===== src/rtl/uart_pkg.sv =====
// uart_pkg
//   Shared definitions for the UART receive path (and the matching
//   transmitter): the receiver FSM state encoding and the baud-rate
//   divisor arithmetic, so both directions agree on clocks per bit.
//
//   Contents:
//     uart_state_t  - receiver FSM states
//     clks_per_bit  - rounded clk cycles per serial bit
package uart_pkg;

  // PARITY is always part of the encoding so the state numbering stays
  // identical whether or not the parity build option is enabled.
  typedef enum logic [2:0] {
    ST_IDLE   = 3'd0,
    ST_START  = 3'd1,
    ST_DATA   = 3'd2,
    ST_PARITY = 3'd3,
    ST_STOP   = 3'd4,
    ST_BREAK  = 3'd5
  } uart_state_t;

  // Round to nearest rather than truncate so the accumulated bit-timing
  // error over a frame stays within half a clock per bit.
  function automatic int clks_per_bit(input int clk_freq, input int baud);
    return (clk_freq + baud / 2) / baud;
  endfunction

endpackage


===== src/rtl/sync_fifo.sv =====
// sync_fifo
//   Single-clock first-word-fall-through FIFO. The head entry is always
//   presented on 'head' while the FIFO is non-empty; 'pop' consumes it.
//   A push into a full FIFO is only accepted when a pop frees a slot in
//   the same cycle; otherwise it is ignored (the caller reports the drop).
//
//   Parameters:
//     WIDTH  - entry width in bits
//     DEPTH  - number of entries, power of 2, at least 2
//
//   Ports:
//     clk        in   system clock
//     resetn     in   synchronous active-low reset (pointers, count)
//     push       in   write push_data this cycle
//     push_data  in   WIDTH  data to write
//     pop        in   consume head entry (ignored when empty)
//     head       out  WIDTH  oldest entry, 0 when empty
//     full       out  FIFO holds DEPTH entries
//     empty      out  FIFO holds no entries
//     count      out  $clog2(DEPTH)+1  current occupancy
module sync_fifo #(
  parameter int WIDTH = 8,
  parameter int DEPTH = 16
) (
  input  logic                     clk,
  input  logic                     resetn,
  input  logic                     push,
  input  logic [WIDTH-1:0]         push_data,
  input  logic                     pop,
  output logic [WIDTH-1:0]         head,
  output logic                     full,
  output logic                     empty,
  output logic [$clog2(DEPTH):0]   count
);

  localparam int AW = $clog2(DEPTH);

  logic [WIDTH-1:0] mem [DEPTH];
  logic [AW-1:0]    wr_ptr;
  logic [AW-1:0]    rd_ptr;
  logic             do_push;
  logic             do_pop;

  assign empty = (count == '0);
  assign full  = (count == (AW+1)'(DEPTH));

  // A pop in the same cycle frees the slot a full-FIFO push needs.
  assign do_pop  = pop && !empty;
  assign do_push = push && (!full || do_pop);

  // Returning 0 when empty keeps the output quiet and gives a defined
  // value straight out of reset even though the storage is not reset.
  assign head = empty ? '0 : mem[rd_ptr];

  // Storage array, kept free of reset so it maps onto plain RAM/regs.
  always_ff @(posedge clk) begin
    if (do_push) begin
      mem[wr_ptr] <= push_data;
    end
  end

  // Pointers wrap naturally because DEPTH is a power of two.
  always_ff @(posedge clk) begin
    if (!resetn) begin
      wr_ptr <= '0;
      rd_ptr <= '0;
      count  <= '0;
    end else begin
      if (do_push) begin
        wr_ptr <= wr_ptr + 1'b1;
      end
      if (do_pop) begin
        rd_ptr <= rd_ptr + 1'b1;
      end
      case ({do_push, do_pop})
        2'b10:   count <= count + 1'b1;
        2'b01:   count <= count - 1'b1;
        default: count <= count;
      endcase
    end
  end

endmodule


===== src/rtl/uart_rx_fifo.sv =====
// uart_rx_fifo
//   UART receiver (8 data bits, LSB first, 1 stop bit) feeding a small
//   first-word-fall-through byte FIFO with a valid/ready consumer port.
//   Used to bring host characters and debug commands into the design.
//
//   Build option:
//     UART_RX_PARITY_EN - when defined, an even-parity bit is expected
//                         between the data bits and the stop bit; bytes
//                         with a parity mismatch are dropped and
//                         parity_err pulses. When undefined the frame is
//                         10 bits and parity_err is tied to 0.
//
//   Parameters:
//     CLK_FREQ    - clk frequency in Hz
//     BAUD        - serial line rate
//     FIFO_DEPTH  - FIFO entries, power of 2, at least 2
//
//   Ports:
//     clk         in   system clock
//     resetn      in   synchronous active-low reset
//     uart_rx     in   serial line, idle high, asynchronous to clk
//     rx_data     out  8  FIFO head byte, valid when rx_valid=1
//     rx_valid    out  FIFO non-empty
//     rx_ready    in   consumer takes head byte when rx_valid && rx_ready
//     fifo_count  out  $clog2(FIFO_DEPTH)+1  FIFO occupancy
//     frame_err   out  one-cycle pulse, stop bit sampled low
//     overflow    out  one-cycle pulse, received byte dropped (FIFO full)
//     parity_err  out  one-cycle pulse, parity mismatch
module uart_rx_fifo
  import uart_pkg::*;
#(
  parameter int CLK_FREQ   = 12000000,
  parameter int BAUD       = 115200,
  parameter int FIFO_DEPTH = 16
) (
  input  logic                          clk,
  input  logic                          resetn,
  input  logic                          uart_rx,
  output logic [7:0]                    rx_data,
  output logic                          rx_valid,
  input  logic                          rx_ready,
  output logic [$clog2(FIFO_DEPTH):0]   fifo_count,
  output logic                          frame_err,
  output logic                          overflow,
  output logic                          parity_err
);

  localparam int CLKS_PER_BIT = clks_per_bit(CLK_FREQ, BAUD);
  localparam int HALF_BIT     = CLKS_PER_BIT / 2;
  localparam int TW           = $clog2(CLKS_PER_BIT + 1);

  // The timer counts down to 0 and the sample is taken on the zero cycle,
  // so each wait of N clocks loads N-1.
  localparam logic [TW-1:0] FULL_LOAD = TW'(CLKS_PER_BIT - 1);
  localparam logic [TW-1:0] HALF_LOAD = TW'(HALF_BIT - 1);

  logic          rx_meta;
  logic          rx_sync;
  logic          rx_hist;
  logic [1:0]    settle;
  logic          fall;

  uart_state_t   state;
  logic [TW-1:0] timer;
  logic [2:0]    bit_idx;
  logic [7:0]    shreg;
  logic          push_byte;

  logic          fifo_full;
  logic          fifo_empty;

  // Two-flop synchronizer plus a history flop for falling-edge detection.
  // The synchronizer resets to idle-high, but those reset values are not
  // real line samples: if the line is still low when reset releases they
  // would look like a falling edge. The history flop is therefore held at
  // 0 until two clocks after reset, when rx_sync carries a genuine sample,
  // so a line that is already low needs to go high before a start counts.
  always_ff @(posedge clk) begin
    if (!resetn) begin
      rx_meta <= 1'b1;
      rx_sync <= 1'b1;
      rx_hist <= 1'b0;
      settle  <= 2'b00;
    end else begin
      rx_meta <= uart_rx;
      rx_sync <= rx_meta;
      settle  <= {settle[0], 1'b1};
      rx_hist <= rx_sync && settle[1];
    end
  end

  assign fall = rx_hist && !rx_sync;

`ifdef UART_RX_PARITY_EN
  logic par_bad;
`else
  assign parity_err = 1'b0;
`endif

  // Byte is pushed straight from the stop-bit sample so it is visible on
  // rx_data the following cycle.
`ifdef UART_RX_PARITY_EN
  assign push_byte = (state == ST_STOP) && (timer == '0) && rx_sync && !par_bad;
`else
  assign push_byte = (state == ST_STOP) && (timer == '0) && rx_sync;
`endif

  // Receiver FSM. Every state entry reloads the bit timer. START waits
  // half a bit so that all later full-bit waits land mid-bit. The FSM
  // leaves STOP at the stop-bit midpoint so a start edge arriving half a
  // bit later is still caught. A stop bit sampled low is treated as a
  // break: one frame_err, then wait for the line to return high.
  always_ff @(posedge clk) begin
    if (!resetn) begin
      state     <= ST_IDLE;
      timer     <= '0;
      bit_idx   <= '0;
      shreg     <= '0;
      frame_err <= 1'b0;
`ifdef UART_RX_PARITY_EN
      parity_err <= 1'b0;
      par_bad    <= 1'b0;
`endif
    end else begin
      frame_err <= 1'b0;
`ifdef UART_RX_PARITY_EN
      parity_err <= 1'b0;
`endif
      case (state)
        ST_IDLE: begin
          if (fall) begin
            state <= ST_START;
            timer <= HALF_LOAD;
          end
        end

        ST_START: begin
          if (timer == '0) begin
            if (rx_sync) begin
              state <= ST_IDLE;
            end else begin
              state   <= ST_DATA;
              timer   <= FULL_LOAD;
              bit_idx <= '0;
`ifdef UART_RX_PARITY_EN
              par_bad <= 1'b0;
`endif
            end
          end else begin
            timer <= timer - 1'b1;
          end
        end

        ST_DATA: begin
          if (timer == '0) begin
            shreg <= {rx_sync, shreg[7:1]};
            timer <= FULL_LOAD;
            if (bit_idx == 3'd7) begin
`ifdef UART_RX_PARITY_EN
              state <= ST_PARITY;
`else
              state <= ST_STOP;
`endif
            end else begin
              bit_idx <= bit_idx + 1'b1;
            end
          end else begin
            timer <= timer - 1'b1;
          end
        end

`ifdef UART_RX_PARITY_EN
        // Even parity: the parity bit must equal the XOR of the data bits.
        ST_PARITY: begin
          if (timer == '0) begin
            state <= ST_STOP;
            timer <= FULL_LOAD;
            if (rx_sync != (^shreg)) begin
              parity_err <= 1'b1;
              par_bad    <= 1'b1;
            end
          end else begin
            timer <= timer - 1'b1;
          end
        end
`endif

        ST_STOP: begin
          if (timer == '0) begin
            if (rx_sync) begin
              state <= ST_IDLE;
            end else begin
              frame_err <= 1'b1;
              state     <= ST_BREAK;
            end
          end else begin
            timer <= timer - 1'b1;
          end
        end

        ST_BREAK: begin
          if (rx_sync) begin
            state <= ST_IDLE;
          end
        end

        default: begin
          state <= ST_IDLE;
        end
      endcase
    end
  end

  // A push into a full FIFO is only lost when no pop frees a slot in the
  // same cycle; that loss is reported alongside the push timing.
  always_ff @(posedge clk) begin
    if (!resetn) begin
      overflow <= 1'b0;
    end else begin
      overflow <= push_byte && fifo_full && !(rx_ready && !fifo_empty);
    end
  end

  sync_fifo #(
    .WIDTH (8),
    .DEPTH (FIFO_DEPTH)
  ) u_fifo (
    .clk       (clk),
    .resetn    (resetn),
    .push      (push_byte),
    .push_data (shreg),
    .pop       (rx_ready),
    .head      (rx_data),
    .full      (fifo_full),
    .empty     (fifo_empty),
    .count     (fifo_count)
  );

  assign rx_valid = !fifo_empty;

endmodule


===== config.mk =====
export PLATFORM = sky130hd
export DESIGN_NAME = uart_rx_fifo
export DESIGN_NICKNAME = d
export VERILOG_FILES = /design/src/rtl/uart_pkg.sv /design/src/rtl/sync_fifo.sv /design/src/rtl/uart_rx_fifo.sv
export SDC_FILE = /design/constraint.sdc
export NUM_CORES = 1
export LEC_CHECK = 0
export CAP_MARGIN = 15
export CORE_ASPECT_RATIO = 0.7
export CORE_MARGIN = 5
export CORE_UTILIZATION = 40
export DETAILED_ROUTE_END_ITERATION = 7
export GPL_ROUTABILITY_DRIVEN = 0
export HOLD_SLACK_MARGIN = 0.12
export SLEW_MARGIN = 30
export SYNTH_ARGS = -nofsm -noshare
export SYNTH_HDL_FRONTEND = slang
export SYNTH_SLANG_ARGS = --single-unit
export TNS_END_PERCENT = 30

===== constraint.sdc =====
create_clock -name clk -period 4.12 [get_ports clk]
set_input_delay 0.824 -clock clk [delete_from_list [all_inputs] [get_ports clk]]
set_output_delay 0.824 -clock clk [all_outputs]
set_load 0.05 [all_outputs]

# == After elaboration in Yosys (flattened, before gate mapping) ==
# Memory sizes are Yosys's and may differ from the RTL's. A register that Yosys moved wholly into a read port is not among the register bits.
# Cells that the tools add are included.
# op_classes
n_eq_ne,18
muxes,28
n_reduce_logical,24
addsub,6
# op_table
op,count
$mux W7,5
$mux W3,11
$pmux W7 S4,1
$ne A2 B2 Y1 const B,8
$pmux W3 S5,1
$pmux W5 S2,1
$eq A3 B3 Y1 const B,3
$add A4 B1 Y4 const B,2
$logic_and A1 B1 Y1,8
$mux W4,2
$mux W8,1
$logic_not A7 Y1,1
$sub A7 B1 Y7 const B,1
$pmux W3 S2,1
$reduce_and A6 Y1,1
$add A5 B1 Y5 const B,1
$eq A5 B5 Y1 const B,1
$logic_not A5 Y1,1
$reduce_and A5 Y1,1
$sub A5 B1 Y5 const B,1
$logic_not A1 Y1,4
$mux W1,4
$reduce_and A4 Y1,1
$reduce_bool A2 Y1,2
other kinds (13),13
# word_totals
output_inout_bits,17
n_memories,1
reg_bits,41
ramBits,128
# memory_table
name,depth,width,rd,rd_ports_with_merged_regs,wr,line,text
u_fifo.mem,16,8,1,1,1,sync_fifo.sv:38,logic [WIDTH-1:0] mem [DEPTH];

# == Logic depth before layout (Yosys ltp) ==
# logic_depth
word_depth,7
mapped_depth,11
ltp_nobuf,11

# == Cells and area by module ==
# From an unflattened synthesis, not the netlist that was laid out.
# unflattened
hier_cells,491
hier_area_um2,7399.6
# modules_own_cells
mod,instances,area_each_um2,cells_each,seq_area_each_um2
sync_fifo,1,5999.5,330,4184.0
uart_rx_fifo,1,1400.1,161,560.5

# == Worst setup path before layout ==
# No wires, ideal clock.
# synth_path
kind,flip-flop to flip-flop
from,register u_fifo.count[0]
to,register u_fifo.count[4]
setup_time_ns,0.134
stages_incl_launch_ff,11
t_arrival_ns,2.778
slack_ns,1.208
t_required_ns,3.986
cell_sequence,dfxtp_1 or4_1 buf_2 o21ai_2 nor2_1 fa_1 a21o_1 a21oi_1 nand3_1 a31oi_1 a21oi_1
# synth_via
elab_chain_len,7
elab_cells_between_ends,13
classes_between,add/sub: 2; eq/ne: 3; mux: 1; reduce/logical: 7
# synth_rtl
item,line,text
from (decl),sync_fifo.sv:33,output logic [$clog2(DEPTH):0] count
from (signal assigned),sync_fifo.sv:76,2'b10: count <= count + 1'b1;
from (signal assigned),sync_fifo.sv:77,2'b01: count <= count - 1'b1;
from (signal assigned),sync_fifo.sv:78,default: count <= count;
$logic_not A5 Y1,sync_fifo.sv:44,assign empty = (count == '0);
$logic_not A1 Y1,sync_fifo.sv:48,assign do_pop = pop && !empty;
$logic_and A1 B1 Y1,sync_fifo.sv:48,
$logic_or A1 B1 Y1,sync_fifo.sv:49,assign do_push = push && (!full || do_pop);
$logic_and A1 B1 Y1,sync_fifo.sv:49,
$eq A2 B1 Y1 or $eq A2 B2 Y1 (tied branches),sync_fifo.sv:75,"case ({do_push, do_pop})"
$pmux W5 S2 or $reduce_bool A2 Y1 (tied branches),-,
# Several ways; a longest one is shown, not always the timed one.
# A chain may end at the register's enable or synchronous reset.

==> run_results.csv <==
group,metric,value,unit
outcome,outcome,"completed",
clocking,path_clk_slew,60,ps
clocking,post_cts_buffers,0,
min_path,min-delay-start,"rx_meta$_SDFF_PN1_",
critical_path,rr_startpoint,"u_fifo.count[0]$_SDFFE_PN0P_",
route,vias,3899,
clocking,cts_buffer_depth,2,
logic_synthesis,synthXorXnorAreaFrac,0.009859,
clocking,cts.sinks,173,
min_path,hold_path_end,"rx_sync$_SDFF_PN1_",
critical_path,cp.arrival,2940,ps
timing,relSlewSlack,0.3921,
timing,fin_crit_sh,0.9135,
power,leakage,0.002709,uW
cells_and_area,layout.nets,501,
timing,report.final.hold_viol_count,0,
logic_synthesis,synthTopCellsByArea,"edfxtp_1, dfxtp_1, mux4_2, ha_1, nor2_1",
logic_synthesis,synth-compound-area-share,0.04877,
logic_synthesis,synth_cells,452,
timing,drv_slew,0,
min_path,hold_depth,1,
route,firstDrtPassIters,4,
logic_synthesis,syn_area_per_cell,15.72,sq um
global_route,overflow,0,
critical_path,reg2reg_depth,9,
floorplanning,die_w,169.3,um
clocking,numCtsBuffers,17,
route,wl_per_cell,19.59,um
global_route,grt_pass1_wl,22890,um
timing,setup_viol,0,
power,power_density,565.8,mW/mm^2
global_route,grt_max_degree,33,
logic_synthesis,yosys.area_share.adder,0.02218,
critical_path,r2r-end,"u_fifo.count[4]$_SDFFE_PN0P_",
cells_and_area,drive_above_1_share,0.2048,
cells_and_area,fillers,1475,
logic_synthesis,synthSimpleGateAreaFrac,0.09736,
route,wl_met3,895,um
cells_and_area,syn2layout_area_growth,15.30,%
cells_and_area,n_antenna_cell,0,
global_route,antenna_found_initial,0,
logic_synthesis,ys_seq_elements,173,
clocking,cts_hold_buffers,0,
power,ir_drop,0.3599,mV
clocking,insertion_delay,420,ps
floorplanning,ios,21,
timing,setup_tns,0,ps
global_route,gr-usage-all-layers,0.1480,
route,drtAntennaViolNets,0,
critical_path,r2r_slack,1030,ps
global_route,grt_pass1_vias,3985,
cells_and_area,seqCellArea,0.004746,sq mm
timing,skew,7.251,ps
route,wl_met2,6992,um
critical_path,crit_fanout,32,
logic_synthesis,synth-edff-count,128,
clocking,tritoncts,"built",
floorplanning,rows,40,
logic_synthesis,synth_top_family_by_area,"multiplexers",
floorplanning,die-area,0.02058,sq mm
timing,fin_crit,3763,ps
timing,rsz0062_at_grt,"no",
floorplanning,core_area,0.01732,sq mm
floorplanning,initial_core_util,0.4104,
timing,max_freq,0.2657,GHz
route,drc,0,
clocking,root_buffer,"clkbuf_16",
critical_path,crit_path_end_kind,"primary output",
logic_synthesis,synth-main-ff-cell,"edfxtp_1",
placement,dp_hpwl,9245,um
logic_synthesis,ys_seq_area_frac,0.6676,
placement,placed_area,0.007642,sq mm
logic_synthesis,synthDistinctLibCells,57,
logic_synthesis,synth_top_area_share,0.5408,
critical_path,start_kind,"flip-flop",
job,drv_cap,0,
critical_path,worstPathRequired,3300,ps
route,top_layer,"met4",
route,wl,14280,um
critical_path,path_class,"flip-flop to primary output",
placement,io_buffers,19,
clocking,cts_resized,0,
route,first_iter_violations,427,
floorplanning,die_h,121.5,um
logic_synthesis,muxShareOfSynthArea,0.1349,
min_path,hold_path_class,"flip-flop to flip-flop",
route,viasPerCell,5.348,
logic_synthesis,synth_area_leader_cell,"edfxtp_1",
logic_synthesis,yosys_warnings,0,
cells_and_area,design_area,0.008194,sq mm
clocking,htree_levels,4,
timing,tightest_slew,908.5,ps
route,wirelength_met1,6272,um
logic_synthesis,netlist_area,0.007107,sq mm
logic_synthesis,ys_async_sr_fraction,0,
cells_and_area,multi_input_area,0.002228,sq mm
logic_synthesis,synth_nets,468,
## through the flow
stage	setup WS (ps)	cells	hold WS, ps	util	power, uW
2_1_floorplan	1208	452	386.3	-	2842
3_3_place_gp	772.2	697	400.5	0.4413	3163
3_5_place_dp	757.3	697	399.8	0.4413	3189
4_1_cts	304.6	729	420.3	0.4732	4683
5_1_grt	223.0	729	457.0	0.4732	4831
6_report	356.6	729	413.1	0.4732	4636
## worst max-delay path, stage by stage, from the launching register on
cell and delay (ps):
dfxtp_2 340, buf_12 260, mux4_2 550, mux4_2 490
nor2b_1 150, clkdlybuf4s50_1 700
## area by class of cell
cell class | count | share of cell area
timing repair buffer | 38 | 0.04214
multi-input combinational | 246 | 0.2720
clock inverter | 7 | 0.007940
inverter | 9 | 0.004123
sequential | 173 | 0.5792
clock buffer | 25 | 0.05940
tap | 231 | 0.03527
## cells in the mapped netlist, drive strengths merged (2+ instances only)
master	count
a211oi	4
a21o	3
a21oi	23
a2bb2oi	2
a31oi	3
and2	2
and3	3
buf	7
clkbuf	17
dfxtp	45
edfxtp	128
ha	11
inv	9
mux2i	3
mux4	40
nand2	21
nand2b	10
nand3	16
nand3b	2
nand4	2
nor2	33
nor2b	12
nor3	12
nor3b	3
nor4	2
nor4b	2
o21ai	8
o21bai	2
or3	4
xnor2	6
xor2	2
## cell families (layout without fill, tap and decap cells)
| kind of cell | Yosys count | in the layout |
|---|---|---|
| AOI/OAI and AO/OA | 54 | 54 |
| buffers and inverters | 33 | 79 |
| and+or+nand+nor | 127 | 127 |
| DFF | 173 | 173 |
| other | 1 | 1 |
| muxes | 44 | 44 |
| adders and majority gates | 12 | 12 |
| xor gates and xnor gates | 8 | 8 |
## per-layer routing
metal,track usage,vias to the layer above
met2,0.2356,101
met5,0,-
met1,0.1994,1978
met4,0.03720,0
li1,-,1808
met3,0.04656,12
## cells in the final DEF (no fill, tap or decap), drive strengths merged, types with 2 or more instances in the layout
cell and instances:
a21oi 23, nor3b 3, nor2 33, clkinv 5, nand3 16, clkbuf 25, o21ai 8, inv 10
edfxtp 128, a2bb2oi 2, or3 4, nand2b 10, nand3b 2, buf 19, ha 11, a21o 3
nor3 12, xnor2 6, nor2b 12, nand2 21, nand4 2, o21bai 2, a31oi 3, clkdlybuf4s50 19
and3 3, dfxtp 45, and2 2, mux4 40, nor4 2, mux2i 3, a211oi 4, xor2 2
nor4b 2
## power breakdown
group	internal [uW]	switching, uW
sequential	1880	41.5
clock	880	617
combinational	509	708
## registers in the layout, summed over array words and instances (netlist names), named ones only
| register | flops |
|---|---|
| u_fifo.rd_ptr | 4 |
| u_fifo.wr_ptr | 4 |
| rx_hist | 1 |
| overflow | 1 |
| rx_sync | 1 |
| bit_idx | 3 |
| u_fifo.count | 5 |
| u_fifo.mem | 128 |
| frame_err | 1 |
| timer | 7 |
| settle | 2 |
| shreg | 8 |
| rx_meta | 1 |
| state | 3 |
## how the worst max path moves through the flow
stage | slack (ps) | from | endpoint | cells after the start
after floorplan | 1210 | u_fifo.count[0]$_SDFFE_PN0P_ | u_fifo.count[4]$_SDFFE_PN0P_ | 10
after global placement | 770 | flip-flop | rx_data[5] | 5
after detailed placement | 760 | flip-flop | rx_data[5] | 5
after CTS | 300 | flip-flop | rx_data[5] | 5
after global routing | 220 | flip-flop | rx_data[4] | 5
final | 360 | flip-flop | rx_data[5] | 5
Note: power is estimated with default switching activity, not from simulation.
